[src/rtl/pbkdf2_stream_adapter_if.sv]
`default_nettype none
// ============================================================================
// Module      : pbkdf2_stream_adapter_if
// Description : Bundles the host input stream, host result stream and the
//               pbkdf2 core request/result handshake into one bus.
// Revision    : 1.0 - initial release
// ============================================================================
interface pbkdf2_stream_adapter_if;
   // host input stream
   logic [31:0]  s_data_i;
   logic         s_valid_i;
   logic         s_ready_o;
   // host result stream
   logic [31:0]  m_data_o;
   logic         m_valid_o;
   logic         m_ready_i;
   logic         m_last_o;
   // pbkdf2 core request
   logic [31:0]  core_iters_o;
   logic [512:0] core_pass_o;
   logic [512:0] core_salt_o;
   logic [5:0]   core_salt_len_o;
   logic         core_valid_o;
   logic         core_ready_i;
   // pbkdf2 core result
   logic [255:0] core_hash_i;
   logic         core_valid_i;
   logic         core_ready_o;

   // adapter side
   modport slave (
      input  s_data_i, s_valid_i, m_ready_i, core_ready_i, core_hash_i, core_valid_i,
      output s_ready_o, m_data_o, m_valid_o, m_last_o, core_iters_o, core_pass_o,
             core_salt_o, core_salt_len_o, core_valid_o, core_ready_o
   );

   // host / core environment side
   modport master (
      output s_data_i, s_valid_i, m_ready_i, core_ready_i, core_hash_i, core_valid_i,
      input  s_ready_o, m_data_o, m_valid_o, m_last_o, core_iters_o, core_pass_o,
             core_salt_o, core_salt_len_o, core_valid_o, core_ready_o
   );
endinterface
`default_nettype wire

[src/rtl/pbkdf2_stream_adapter.sv]
`default_nettype none
// ============================================================================
// Module      : pbkdf2_stream_adapter
// Description : Collects a 34-word frame into the pbkdf2 core's wide request,
//               runs the core handshakes and streams the 256-bit result back
//               out as 8 words, most significant word first.
// Revision    : 1.0 - initial release
// ============================================================================
module pbkdf2_stream_adapter #(
   parameter int WORD_W     = 32,
   parameter int HASH_WORDS = 8
) (
   input  wire logic                    clk_i,
   input  wire logic                    rst_i,
   pbkdf2_stream_adapter_if.slave       bus,
   output logic                         busy_o,
   output logic                         err_o
);

   typedef enum logic [1:0] {
      ST_LOAD  = 2'd0,
      ST_ISSUE = 2'd1,
      ST_WAIT  = 2'd2,
      ST_SEND  = 2'd3
   } state_t;

   localparam logic [5:0] C_LAST_WORD = 6'd33;
   localparam logic [2:0] C_LAST_OUT  = 3'(HASH_WORDS - 1);

   state_t       state_q,    state_d;
   logic [5:0]   cnt_q,      cnt_d;
   logic [2:0]   ocnt_q,     ocnt_d;
   logic [31:0]  iters_q,    iters_d;
   logic [5:0]   salt_len_q, salt_len_d;
   logic [511:0] pass_q,     pass_d;
   logic [511:0] salt_q,     salt_d;
   logic [255:0] shift_q,    shift_d;
   logic         err_q,      err_d;

   // State and datapath registers; reset discards any partial frame or result
   always_ff @(posedge clk_i) begin
      if (rst_i) begin
         state_q    <= ST_LOAD;
         cnt_q      <= '0;
         ocnt_q     <= '0;
         iters_q    <= '0;
         salt_len_q <= '0;
         pass_q     <= '0;
         salt_q     <= '0;
         shift_q    <= '0;
         err_q      <= 1'b0;
      end else begin
         state_q    <= state_d;
         cnt_q      <= cnt_d;
         ocnt_q     <= ocnt_d;
         iters_q    <= iters_d;
         salt_len_q <= salt_len_d;
         pass_q     <= pass_d;
         salt_q     <= salt_d;
         shift_q    <= shift_d;
         err_q      <= err_d;
      end
   end

   // Next-state, field capture and handshake outputs; valids depend on state only
   always_comb begin
      state_d    = state_q;
      cnt_d      = cnt_q;
      ocnt_d     = ocnt_q;
      iters_d    = iters_q;
      salt_len_d = salt_len_q;
      pass_d     = pass_q;
      salt_d     = salt_q;
      shift_d    = shift_q;
      err_d      = 1'b0;

      bus.s_ready_o    = 1'b0;
      bus.core_valid_o = 1'b0;
      bus.core_ready_o = 1'b0;
      bus.m_valid_o    = 1'b0;

      case (state_q)
         ST_LOAD: begin
            bus.s_ready_o = 1'b1;
            if (bus.s_valid_i) begin
               if (cnt_q == 6'd0) iters_d    = bus.s_data_i;
               if (cnt_q == 6'd1) salt_len_d = bus.s_data_i[5:0];
               // password and salt words arrive most significant first
               for (int i = 0; i < 16; i++) begin
                  if (cnt_q == 6'(i + 2))  pass_d[511 - 32*i -: 32] = bus.s_data_i;
                  if (cnt_q == 6'(i + 18)) salt_d[511 - 32*i -: 32] = bus.s_data_i;
               end
               if (cnt_q == C_LAST_WORD) begin
                  cnt_d = 6'd0;
                  // a zero iteration count is rejected without starting the core
                  if (iters_q == 32'd0) err_d   = 1'b1;
                  else                  state_d = ST_ISSUE;
               end else begin
                  cnt_d = cnt_q + 6'd1;
               end
            end
         end
         ST_ISSUE: begin
            bus.core_valid_o = 1'b1;
            if (bus.core_ready_i) state_d = ST_WAIT;
         end
         ST_WAIT: begin
            bus.core_ready_o = 1'b1;
            if (bus.core_valid_i) begin
               shift_d = bus.core_hash_i;
               ocnt_d  = 3'd0;
               state_d = ST_SEND;
            end
         end
         ST_SEND: begin
            bus.m_valid_o = 1'b1;
            if (bus.m_ready_i) begin
               shift_d = {shift_q[255-WORD_W:0], {WORD_W{1'b0}}};
               ocnt_d  = ocnt_q + 3'd1;
               if (ocnt_q == C_LAST_OUT) state_d = ST_LOAD;
            end
         end
         default: state_d = ST_LOAD;
      endcase
   end

   assign bus.m_data_o        = shift_q[255 -: WORD_W];
   assign bus.m_last_o        = (state_q == ST_SEND) && (ocnt_q == C_LAST_OUT);
   assign bus.core_iters_o    = iters_q;
   assign bus.core_salt_len_o = salt_len_q;
   assign bus.core_pass_o     = {1'b0, pass_q};
   assign bus.core_salt_o     = {1'b0, salt_q};
   assign busy_o              = (state_q != ST_LOAD);
   assign err_o               = err_q;

endmodule
`default_nettype wire

[src/flat_wrapper.sv]
// flat-port wrapper written by rule: the top's interface ports become plain ports
module pbkdf2_stream_adapter_flat 
#(
   parameter int WORD_W     = 32,
   parameter int HASH_WORDS = 8
)
  (clk_i, rst_i, busy_o, err_o, bus_s_data_i, bus_s_valid_i, bus_m_ready_i, bus_core_ready_i, bus_core_hash_i, bus_core_valid_i, bus_s_ready_o, bus_m_data_o, bus_m_valid_o, bus_m_last_o, bus_core_iters_o, bus_core_pass_o, bus_core_salt_o, bus_core_salt_len_o, bus_core_valid_o, bus_core_ready_o);
  pbkdf2_stream_adapter_if bus_i ();
  input  wire logic clk_i;
  input  wire logic rst_i;
  output logic busy_o;
  output logic err_o;
  input wire logic [$bits(bus_i.s_data_i)-1:0] bus_s_data_i;
  input wire logic [$bits(bus_i.s_valid_i)-1:0] bus_s_valid_i;
  input wire logic [$bits(bus_i.m_ready_i)-1:0] bus_m_ready_i;
  input wire logic [$bits(bus_i.core_ready_i)-1:0] bus_core_ready_i;
  input wire logic [$bits(bus_i.core_hash_i)-1:0] bus_core_hash_i;
  input wire logic [$bits(bus_i.core_valid_i)-1:0] bus_core_valid_i;
  output wire logic [$bits(bus_i.s_ready_o)-1:0] bus_s_ready_o;
  output wire logic [$bits(bus_i.m_data_o)-1:0] bus_m_data_o;
  output wire logic [$bits(bus_i.m_valid_o)-1:0] bus_m_valid_o;
  output wire logic [$bits(bus_i.m_last_o)-1:0] bus_m_last_o;
  output wire logic [$bits(bus_i.core_iters_o)-1:0] bus_core_iters_o;
  output wire logic [$bits(bus_i.core_pass_o)-1:0] bus_core_pass_o;
  output wire logic [$bits(bus_i.core_salt_o)-1:0] bus_core_salt_o;
  output wire logic [$bits(bus_i.core_salt_len_o)-1:0] bus_core_salt_len_o;
  output wire logic [$bits(bus_i.core_valid_o)-1:0] bus_core_valid_o;
  output wire logic [$bits(bus_i.core_ready_o)-1:0] bus_core_ready_o;
  assign bus_i.s_data_i = bus_s_data_i;
  assign bus_i.s_valid_i = bus_s_valid_i;
  assign bus_i.m_ready_i = bus_m_ready_i;
  assign bus_i.core_ready_i = bus_core_ready_i;
  assign bus_i.core_hash_i = bus_core_hash_i;
  assign bus_i.core_valid_i = bus_core_valid_i;
  assign bus_s_ready_o = bus_i.s_ready_o;
  assign bus_m_data_o = bus_i.m_data_o;
  assign bus_m_valid_o = bus_i.m_valid_o;
  assign bus_m_last_o = bus_i.m_last_o;
  assign bus_core_iters_o = bus_i.core_iters_o;
  assign bus_core_pass_o = bus_i.core_pass_o;
  assign bus_core_salt_o = bus_i.core_salt_o;
  assign bus_core_salt_len_o = bus_i.core_salt_len_o;
  assign bus_core_valid_o = bus_i.core_valid_o;
  assign bus_core_ready_o = bus_i.core_ready_o;
  pbkdf2_stream_adapter #(.WORD_W(WORD_W), .HASH_WORDS(HASH_WORDS)) u_core (.clk_i(clk_i), .rst_i(rst_i), .bus(bus_i), .busy_o(busy_o), .err_o(err_o));
endmodule
[config.mk]
export PLATFORM = sky130hd
export DESIGN_NAME = pbkdf2_stream_adapter_flat
export DESIGN_NICKNAME = d
export VERILOG_FILES = /design/src/rtl/pbkdf2_stream_adapter_if.sv /design/src/rtl/pbkdf2_stream_adapter.sv /design/src/flat_wrapper.sv
export SDC_FILE = /design/constraint.sdc
export NUM_CORES = 2
export LEC_CHECK = 0
export ABC_AREA = 1
export ABC_CLOCK_PERIOD_IN_PS = 2800
export BUFFER_PORTS_ARGS = -buffer_cell sky130_fd_sc_hd__buf_2
export CAP_MARGIN = 20
export CELL_PAD_IN_SITES_DETAIL_PLACEMENT = 0
export CELL_PAD_IN_SITES_GLOBAL_PLACEMENT = 2
export CORE_AREA = 2 2 542 544
export DETAILED_ROUTE_END_ITERATION = 16
export DIE_AREA = 0 0 544 546
export PLACE_DENSITY_LB_ADDON = 0.25
export REMOVE_ABC_BUFFERS = 1
export SLEW_MARGIN = 10
export SYNTH_ARGS = -nofsm -noshare
export SYNTH_HDL_FRONTEND = slang
export SYNTH_SLANG_ARGS = --single-unit
[constraint.sdc]
create_clock -name clk_i -period 2.8 [get_ports clk_i]
set_input_delay 0.42 -clock clk_i [delete_from_list [all_inputs] [get_ports clk_i]]
set_output_delay 0.42 -clock clk_i [all_outputs]
set_load 0.005 [all_outputs]
==> flow_metrics.env <==
export IMPL_synth_edf_count=0
export IMPL_netlist_instances=5259
export IMPL_antenna_found_initial=55
export IMPL_hold_violations=0
export IMPL_avgRoutedWirePerCell_um=25.36
export IMPL_grt_pass1_vias=42794
export IMPL_start_util_pct=15.63
export IMPL_yosys_top_cells_area="dfxtp_1, o21ai_0, a21oi_1, nand2_1, clkbuf_1"
export IMPL_async_reset_ff_share_pct=0
export IMPL_clk_path_buf_depth=4
export IMPL_path_clk_slew_ps=60
export IMPL_area_growth_pct=43.92
export IMPL_setup_violations_final=0
export IMPL_grt_util_met2_pct=29.41
export IMPL_end_kind="output port"
export IMPL_startpoint="u_core.state_q[0]"
export IMPL_worstSkewPairLatency_ps=860
export IMPL_tritoncts="built"
export IMPL_fin_crit_ps=2607
export IMPL_synth_top_area_share_pct=58.31
export IMPL_synth_cell_types=31
export IMPL_dp_hpwl_mm=186.5
export IMPL_die_w_um=544
export IMPL_fp_row_count=199
export IMPL_path_max_fanout=62
export IMPL_root_buffer="clkbuf_16"
export IMPL_port_buffers=1394
export IMPL_path_buf_inv=3
export IMPL_cp_slowest_stage_delay_ps=330
export IMPL_coreArea_sq_um=292100
export IMPL_die_h_um=546
export IMPL_peakVddDrop_mv=0.3996
export IMPL_dr_pass1_iters=5
export IMPL_holdCritPathClass="input pin to flop"
export IMPL_crit_type="flop to output port"
export IMPL_met1_usage_pct=21.63
export IMPL_globalRoute_totalOverflow=0
export IMPL_ctsHtreeMaxLevel=4
export IMPL_ios=1397
export IMPL_grt_max_degree=154
export IMPL_syn_avg_cell_area_sq_um=8.682
export IMPL_totalWireLength_mm=272.4
export IMPL_synth_seq_area_share_pct=58.31
export IMPL_drive_above_1_share_pct=27.63
export IMPL_setup_tns_ps=0
export IMPL_crit_path_top_delay_cell="ha_4"
export IMPL_grt_busiest_layer="met2"
export IMPL_rsz0062_at_grt="false"
export IMPL_synth_ff_type="dfxtp_1"
export IMPL_die_area_sq_um=297000
export IMPL_power_density_nw_per_um2=761.9
export IMPL_whs_ps=93.31
export IMPL_min_to="u_core.pass_q[6]"
export IMPL_use_met3_pct=5.518
export IMPL_netlist_area_sq_um=45660
export IMPL_ant_nets=0
export IMPL_drc=0
export IMPL_yosysMostFrequentCell="dfxtp_1"
export IMPL_cts_buffers=174
export IMPL_reg2reg_slack_ps=320
export IMPL_synth_top_cell_by_area="dfxtp_1"
export IMPL_status="finished, final reports clean"
export IMPL_yosysWarnings=0
export IMPL_cts_sinks=1330
export IMPL_reg2regPathDepth=10
export IMPL_post_route_period_util_pct=93.12
export IMPL_cp_top_family="buffers and inverters"
export IMPL_cp_arrival_ps=2190
export IMPL_nets=6974
export IMPL_vias=44192
export IMPL_worst_pin_slew_ps=982.0
export IMPL_ys_ff_latch=1330
export IMPL_ys_top_cells_by_count="dfxtp_1, o21ai_0, a21oi_1"
export IMPL_gp_congestion=0.7943
export IMPL_grt_pass1_wl_mm=369.1
export IMPL_start_kind="flop"
export IMPL_crit_reg2reg_capture="u_core.pass_q[235]"
export IMPL_slew_violations=0
export IMPL_p_leak_nw=28.90
export IMPL_slew_headroom_pct=34.53
export IMPL_hold_depth=4
export IMPL_crit_cells=4
export IMPL_grt_use_total_pct=17.55
export IMPL_vias_per_cell=4.114
export IMPL_filler_cell_count=32372
export IMPL_skew_ps=56.16
export IMPL_hp_start="bus_s_data_i[6]"
export IMPL_first_iter_violations=2727
export IMPL_timing_rr_start="u_core.state_q[1]"
export IMPL_max_freq_ghz=0.3835
export IMPL_path_cells="buf_4 -> ha_4 -> buf_16 -> buf_2"
export IMPL_required_ps=2380
export IMPL_drv_cap=0
sequential cells by signal, indices dropped and copies added, names as in the netlist:
name / flops
u_core.state_q: 2
u_core.shift_q: 256
u_core.cnt_q: 6
u_core.bus.core_iters_o: 32
u_core.err_o: 1
u_core.salt_q: 512
u_core.pass_q: 512
u_core.ocnt_q: 3
u_core.bus.core_salt_len_o: 6
power breakdown:
group	switching, W	total, W	internal (W)
Combinational	0.00438	0.00668	0.00231
Clock	0.00933	0.0222	0.0129
Sequential	0.000748	0.0212	0.0205
worst min-delay path: cells and delay by family:
family                 cells  cell delay, ps
AO/OA/AOI/OAI              1             150
buffers and inverters      3             310
per-stage QoR:
step	cell area [sq um]	setup WS [ps]	std cells	power, W	util (%)
after floorplan	43140	-16130	4675	0.02477	-
after global placement	57480	359.2	10149	0.02797	19.68
after detailed placement	57480	342.9	10149	0.02802	19.68
after CTS	65630	78.23	10708	0.05106	22.47
after global routing	65660	41.57	10723	0.05252	22.48
final	65710	192.7	10742	0.05007	22.50
cell families (layout without fill, tap and decap cells):
kind of cell,after synthesis,count (layout),synth area share (%)
other cells,1,36,0.008213
xor+xnor,1,1,0.01919
flops,1330,1330,58.31
compound gates,2556,2556,28.64
simple gates,702,702,6.618
buf+inv,659,2188,6.127
fa+ha+maj,10,10,0.2740
repair_timing:
action                                  CTS  global route
setup buffers                             0             0
endpoints found under the setup margin    1             0
gates resized for setup                   1             0
endpoints found under the hold margin   268             0
hold buffers                            263             0
worst max path at each step:
stage,end
3_5_place_dp,u_core.pass_q[264]
4_1_cts,bus_m_valid_o
3_3_place_gp,u_core.pass_q[277]
2_1_floorplan,u_core.shift_q[0]
5_1_grt,bus_m_valid_o
6_report,bus_m_valid_o
placed cells by master, fill, tap and decap left out, types with 27 or more instances in the layout:
cell type | Yosys | layout
buf_2 | 121 | 1394
dfxtp_1 | 1330 | 1330
o21ai_0 | 1217 | 1217
a21oi_1 | 1038 | 1038
nand2_1 | 489 | 488
dlygate4sd3_1 | 0 | 263
a31oi_1 | 224 | 224
clkbuf_16 | 0 | 176
nor2_1 | 102 | 102
buf_12 | 0 | 90
o21ai_1 | 75 | 75
buf_4 | 41 | 70
clkbuf_1 | 400 | 47
nand3_1 | 39 | 38
inv_1 | 60 | 36
diode_2 | 0 | 34
nor3_1 | 32 | 32
clkbuf_8 | 0 | 27
metal layers:
layer / wire, um / part of all wire, %
met5: 130 / 0.048
met4: 7024 / 2.6
met3: 22240 / 8.2
met2: 127600 / 47
met1: 115400 / 42
area by class of cell:
class | count | area [sq um] | share of cell area [%]
Tap cell | 3919 | 4903 | 7.462
Inverter | 74 | 302.8 | 0.4608
Antenna cell | 34 | 85.08 | 0.1295
Clock buffer | 250 | 4952 | 7.536
Multi-Input combinational cell | 3271 | 16320 | 24.84
Timing Repair Buffer | 1819 | 12000 | 18.26
Sequential cell | 1330 | 26630 | 40.52
Clock inverter | 45 | 525.5 | 0.7997
No activity file was read; power rests on OpenSTA's default activity.
